[src/rtl/reload_counter.sv]
// Up/down counter with load/reload value, terminal wrap pulse and
// optional one-shot halt.
module reload_counter #(
    parameter int WIDTH    = 4,
    parameter int ONE_SHOT = 0
) (
    input  logic             clk,
    input  logic             reset_n,
    input  logic             en_i,
    input  logic             dir_i,
    input  logic             load_i,
    input  logic [WIDTH-1:0] load_val_i,
    output logic [WIDTH-1:0] count_o,
    output logic [WIDTH-1:0] reload_o,
    output logic             wrap_o,
    output logic             done_o
);

    typedef enum logic {
        RUN  = 1'b0,
        HALT = 1'b1
    } state_t;

    state_t           state_q, state_d;
    logic [WIDTH-1:0] count_q, count_d;
    logic [WIDTH-1:0] reload_q, reload_d;
    logic             wrap_q, wrap_d;
    logic             at_term;

    // Terminal follows the direction sampled this cycle.
    assign at_term = dir_i ? (&count_q) : ~(|count_q);

    always_ff @(posedge clk or negedge reset_n) begin
        if (!reset_n) begin
            state_q  <= RUN;
            count_q  <= '0;
            reload_q <= '0;
            wrap_q   <= 1'b0;
        end else begin
            state_q  <= state_d;
            count_q  <= count_d;
            reload_q <= reload_d;
            wrap_q   <= wrap_d;
        end
    end

    always_comb begin
        state_d  = state_q;
        count_d  = count_q;
        reload_d = reload_q;
        wrap_d   = 1'b0;
        if (load_i) begin
            count_d  = load_val_i;
            reload_d = load_val_i;
            state_d  = RUN;
        end else if (state_q == HALT) begin
            count_d = count_q;
        end else if (en_i) begin
            if (at_term) begin
                wrap_d = 1'b1;
                if (ONE_SHOT != 0) begin
                    state_d = HALT;
                end else begin
                    count_d = reload_q;
                end
            end else if (dir_i) begin
                count_d = count_q + WIDTH'(1);
            end else begin
                count_d = count_q - WIDTH'(1);
            end
        end
    end

    assign count_o  = count_q;
    assign reload_o = reload_q;
    assign wrap_o   = wrap_q;
    assign done_o   = (ONE_SHOT != 0) && (state_q == HALT);

endmodule
[config.mk]
export PLATFORM = sky130hd
export DESIGN_NAME = reload_counter
export DESIGN_NICKNAME = d
export VERILOG_FILES = /design/src/rtl/reload_counter.sv
export SDC_FILE = /design/constraint.sdc
export NUM_CORES = 1
export LEC_CHECK = 0
export CORE_UTILIZATION = 40
export CTS_BUF_LIST = sky130_fd_sc_hd__clkbuf_2 sky130_fd_sc_hd__clkbuf_4 sky130_fd_sc_hd__clkbuf_8
export CTS_CLUSTER_DIAMETER = 150
export CTS_CLUSTER_SIZE = 20
export DETAILED_ROUTE_END_ITERATION = 7
export PLACE_DENSITY = 0.84
export SLEW_MARGIN = 30
export SYNTH_ARGS = -nofsm -noshare
export SYNTH_HDL_FRONTEND = slang
export SYNTH_SLANG_ARGS = --single-unit
[constraint.sdc]
create_clock -name clk -period 2.1 [get_ports clk]
set_input_delay 0.42 -clock clk [delete_from_list [all_inputs] [get_ports clk]]
set_output_delay 0.42 -clock clk [all_outputs]
set_load 0.05 [all_outputs]
==> impl_metrics.csv <==
group,metric,value,unit
status,status,"finished, final reports clean",
worst_hold_path,min-delay-path-class,"in -> async",
critical_path,slowest_stage,"clkdlybuf4s50_1",
floorplan,rows,13,
power_and_ir_drop,leakage,0.000321,uW
critical_path,required,1.68,ns
final_layout,regArea,225,sq um
timing,hold_violations,0,
placed_design,place_congestion,0.740,
final_layout,layout_commonest_cell,"clkdlybuf4s50_1",
route,wl_per_cell,13.4,um
timing,setup_tns,0,ns
synth,seq_area_frac_synth,40.8,%
timing,rsz0062_at_grt,"no",
route,via_per_inst,5.15,
global_route,grt_pass1_wl,1.77,mm
power_and_ir_drop,ir_drop,0.452,mV
critical_path,max_stage_delay,0.86,ns
final_layout,final_cell_mix,"17 x clkdlybuf4s50_1, 9 x dfrtp_1, 4 x nor2_1, 4 x clkbuf_4",
cts,ctsHoldBuffers,0,
final_layout,drive_above_1_share,13.9,%
critical_path,end_kind,"primary output",
floorplan,core-area,1280,sq um
placed_design,portBuffers,17,
critical_path,critPathBufInv,1,
synth,syn_area,552,sq um
route,drtAntennaViolNets,0,
cts,clock_latency,0.25,ns
timing,fin_crit_sh,97.7,%
timing,clock_skew,0.00155,ns
synth,ys_warn_count,0,
floorplan,ios,19,
critical_path,r2r_slack,0.37,ns
final_layout,syn2layout_area_growth,39.0,%
cts,cts_made_buffers,3,
final_layout,nets,85,
cts,cts_resized,0,
power_and_ir_drop,p_total,611,uW
placed_design,hpwl,913,um
cts,htree_levels,1,
power_and_ir_drop,p_per_area,797,nW/um^2
cts,clock_sinks,9,
global_route,antenna_found_initial,0,
critical_path,cp_cell_sequence,"clkdlybuf4s50_1",
timing,drv_slew,0,
cts,clockRootBuffer,"clkbuf_4",
timing,setup_violations,0,
critical_path,crit_family,"buffers and inverters",
critical_path,crit_fanout,8,
critical_path,start_kind,"flop",
critical_path,r2r-end,"count_o[2]$_DFFE_PN0P_",
cts,cts_tree,"yes",
power_and_ir_drop,seqPwrFrac,37.1,%
final_layout,diodes,0,
power_and_ir_drop,p_comb_share,39.4,%
cts,clockBufferDepth,2,
synth,synth-seq-cells,9,
power_and_ir_drop,p_sw,230,uW
critical_path,r2r-start,"count_o[0]$_DFFE_PN0P_",
global_route,grt_pass1_vias,415,
floorplan,initial_core_util,42.9,%
synth,syn_area_per_cell,10.6,sq um
global_route,grt_max_degree,11,
cts,post_cts_buffers,0,
power_and_ir_drop,p_sw_share,37.6,%
global_route,track_usage,17.9,%
timing,slew_headroom,66.5,%
final_layout,fillerInstances,121,
cts,clk_pin_slew,0.06,ns
floorplan,die-area,1530,sq um
route,vias,448,
power_and_ir_drop,pwr-share-clk,23.4,%
placed_design,place_area,737,sq um
critical_path,worstSetupPathType,"reg -> out",
job,maxCapViolCount,0,
final_layout,multiInputGateArea,308,sq um
timing,tightest_slew,0.501,ns
power_and_ir_drop,p_int,381,uW
synth,synth_nets,64,
synth,synth_cells,52,
floorplan,die_width,39.1,um
route,dr.pass1.iters,4,
timing,fmax,487,MHz
timing,period_needed,2.05,ns
critical_path,cp_data_arrival_time,1.63,ns
synth,synth_cell_type_count,30,
global_route,grt_overflow,0,
route,drt_iter0_drc,8,
critical_path,reg2reg_depth,4,
route,wl,1.17,mm
floorplan,chipHeight,39.1,um
route,drc,0,
final_layout,final_area,767,sq um
## cell type report
| type | instances | area share, % |
|---|---|---|
| Clock buffer | 4 | 3.92 |
| Sequential cell | 9 | 29.4 |
| Tap cell | 15 | 2.45 |
| Multi-Input combinational cell | 39 | 40.1 |
| Inverter | 2 | 0.979 |
| Timing Repair Buffer | 18 | 23.2 |
## sequential cells by signal, indices dropped and copies added, names as in the netlist
register / cells
reload_o: 4
count_o: 4
wrap_o: 1
## cell usage after synthesis, drive strengths merged
cell type	instances	area, sq um
a21o	1	7.51
or2	1	6.26
and2	1	6.26
o21ai	2	10.0
mux2i	3	42.5
xor2	2	17.5
dfrtp	9	225
nand2	2	7.51
a21oi	3	15.0
nor2b	1	6.26
nand4b	1	8.76
fa	1	20.0
mux2	3	33.8
nor3b	1	7.51
a22o	1	8.76
buf	1	7.51
o31ai	1	7.51
conb	1	3.75
inv	2	7.51
nand4	2	12.5
nand2b	1	6.26
ha	2	25.0
or4	1	11.3
a22oi	1	7.51
a31oi	2	12.5
nor2	4	15.0
clkbuf	1	3.75
xnor2	1	8.76
## per-stage QoR
stage               worst slack [ns]  hold WS, ns  std cells  utilization (%)
floorplan                      0.259        0.124         52                -
global placement             -0.0267        0.521         83             57.4
detailed placement           -0.0752        0.526         83             57.4
CTS                           0.0526        0.470         87             59.7
global route                 0.00102        0.482         87             59.7
finish                        0.0473        0.460         87             59.7
## power by group through the flow
stage          Sequential (uW)  Combinational [uW]  Clock [uW]
2_1_floorplan              295                91.4           0
3_3_place_gp               227                 237           0
3_5_place_dp               229                 243           0
4_1_cts                    226                 243         150
5_1_grt                    230                 258         160
6_report                   227                 241         143
## worst max-delay path by stage
stage | from | to | slack, ns | depth (start not counted)
finish | count_o[0]$_DFFE_PN0P_ | count_o[0] | 0.05 | 1
global route | count_o[0]$_DFFE_PN0P_ | count_o[0] | 0.001 | 1
CTS | count_o[0]$_DFFE_PN0P_ | count_o[0] | 0.05 | 1
detailed placement | dir_i | count_o[2]$_DFFE_PN0P_ | -0.08 | 5
global placement | dir_i | count_o[2]$_DFFE_PN0P_ | -0.03 | 5
floorplan | count_o[0]$_DFFE_PN0P_ | count_o[2]$_DFFE_PN0P_ | 0.26 | 4
## routing by layer
metal	share of wire [%]	wire length, um	global-route usage (%)	vias up
li1	-	-	-	223
met1	45	526	20.2	206
met2	48	555	30.0	17
met3	6.4	74	8.67	2
met4	0.69	8	4.31	0
met5	0	0	0	-
## logic make-up (layout without fill, tap and decap cells)
| group | Yosys count | after routing | share of synthesized area (%) |
|---|---|---|---|
| fa+ha+maj | 3 | 3 | 8.16 |
| buf+inv | 4 | 24 | 3.40 |
| xor+xnor | 3 | 3 | 4.76 |
| simple gates | 15 | 15 | 15.9 |
| flops | 9 | 9 | 40.8 |
| other cells | 1 | 1 | 0.680 |
| mux | 6 | 6 | 13.8 |
| compound gates | 11 | 11 | 12.5 |
Power figures use the tool's default switching activity.
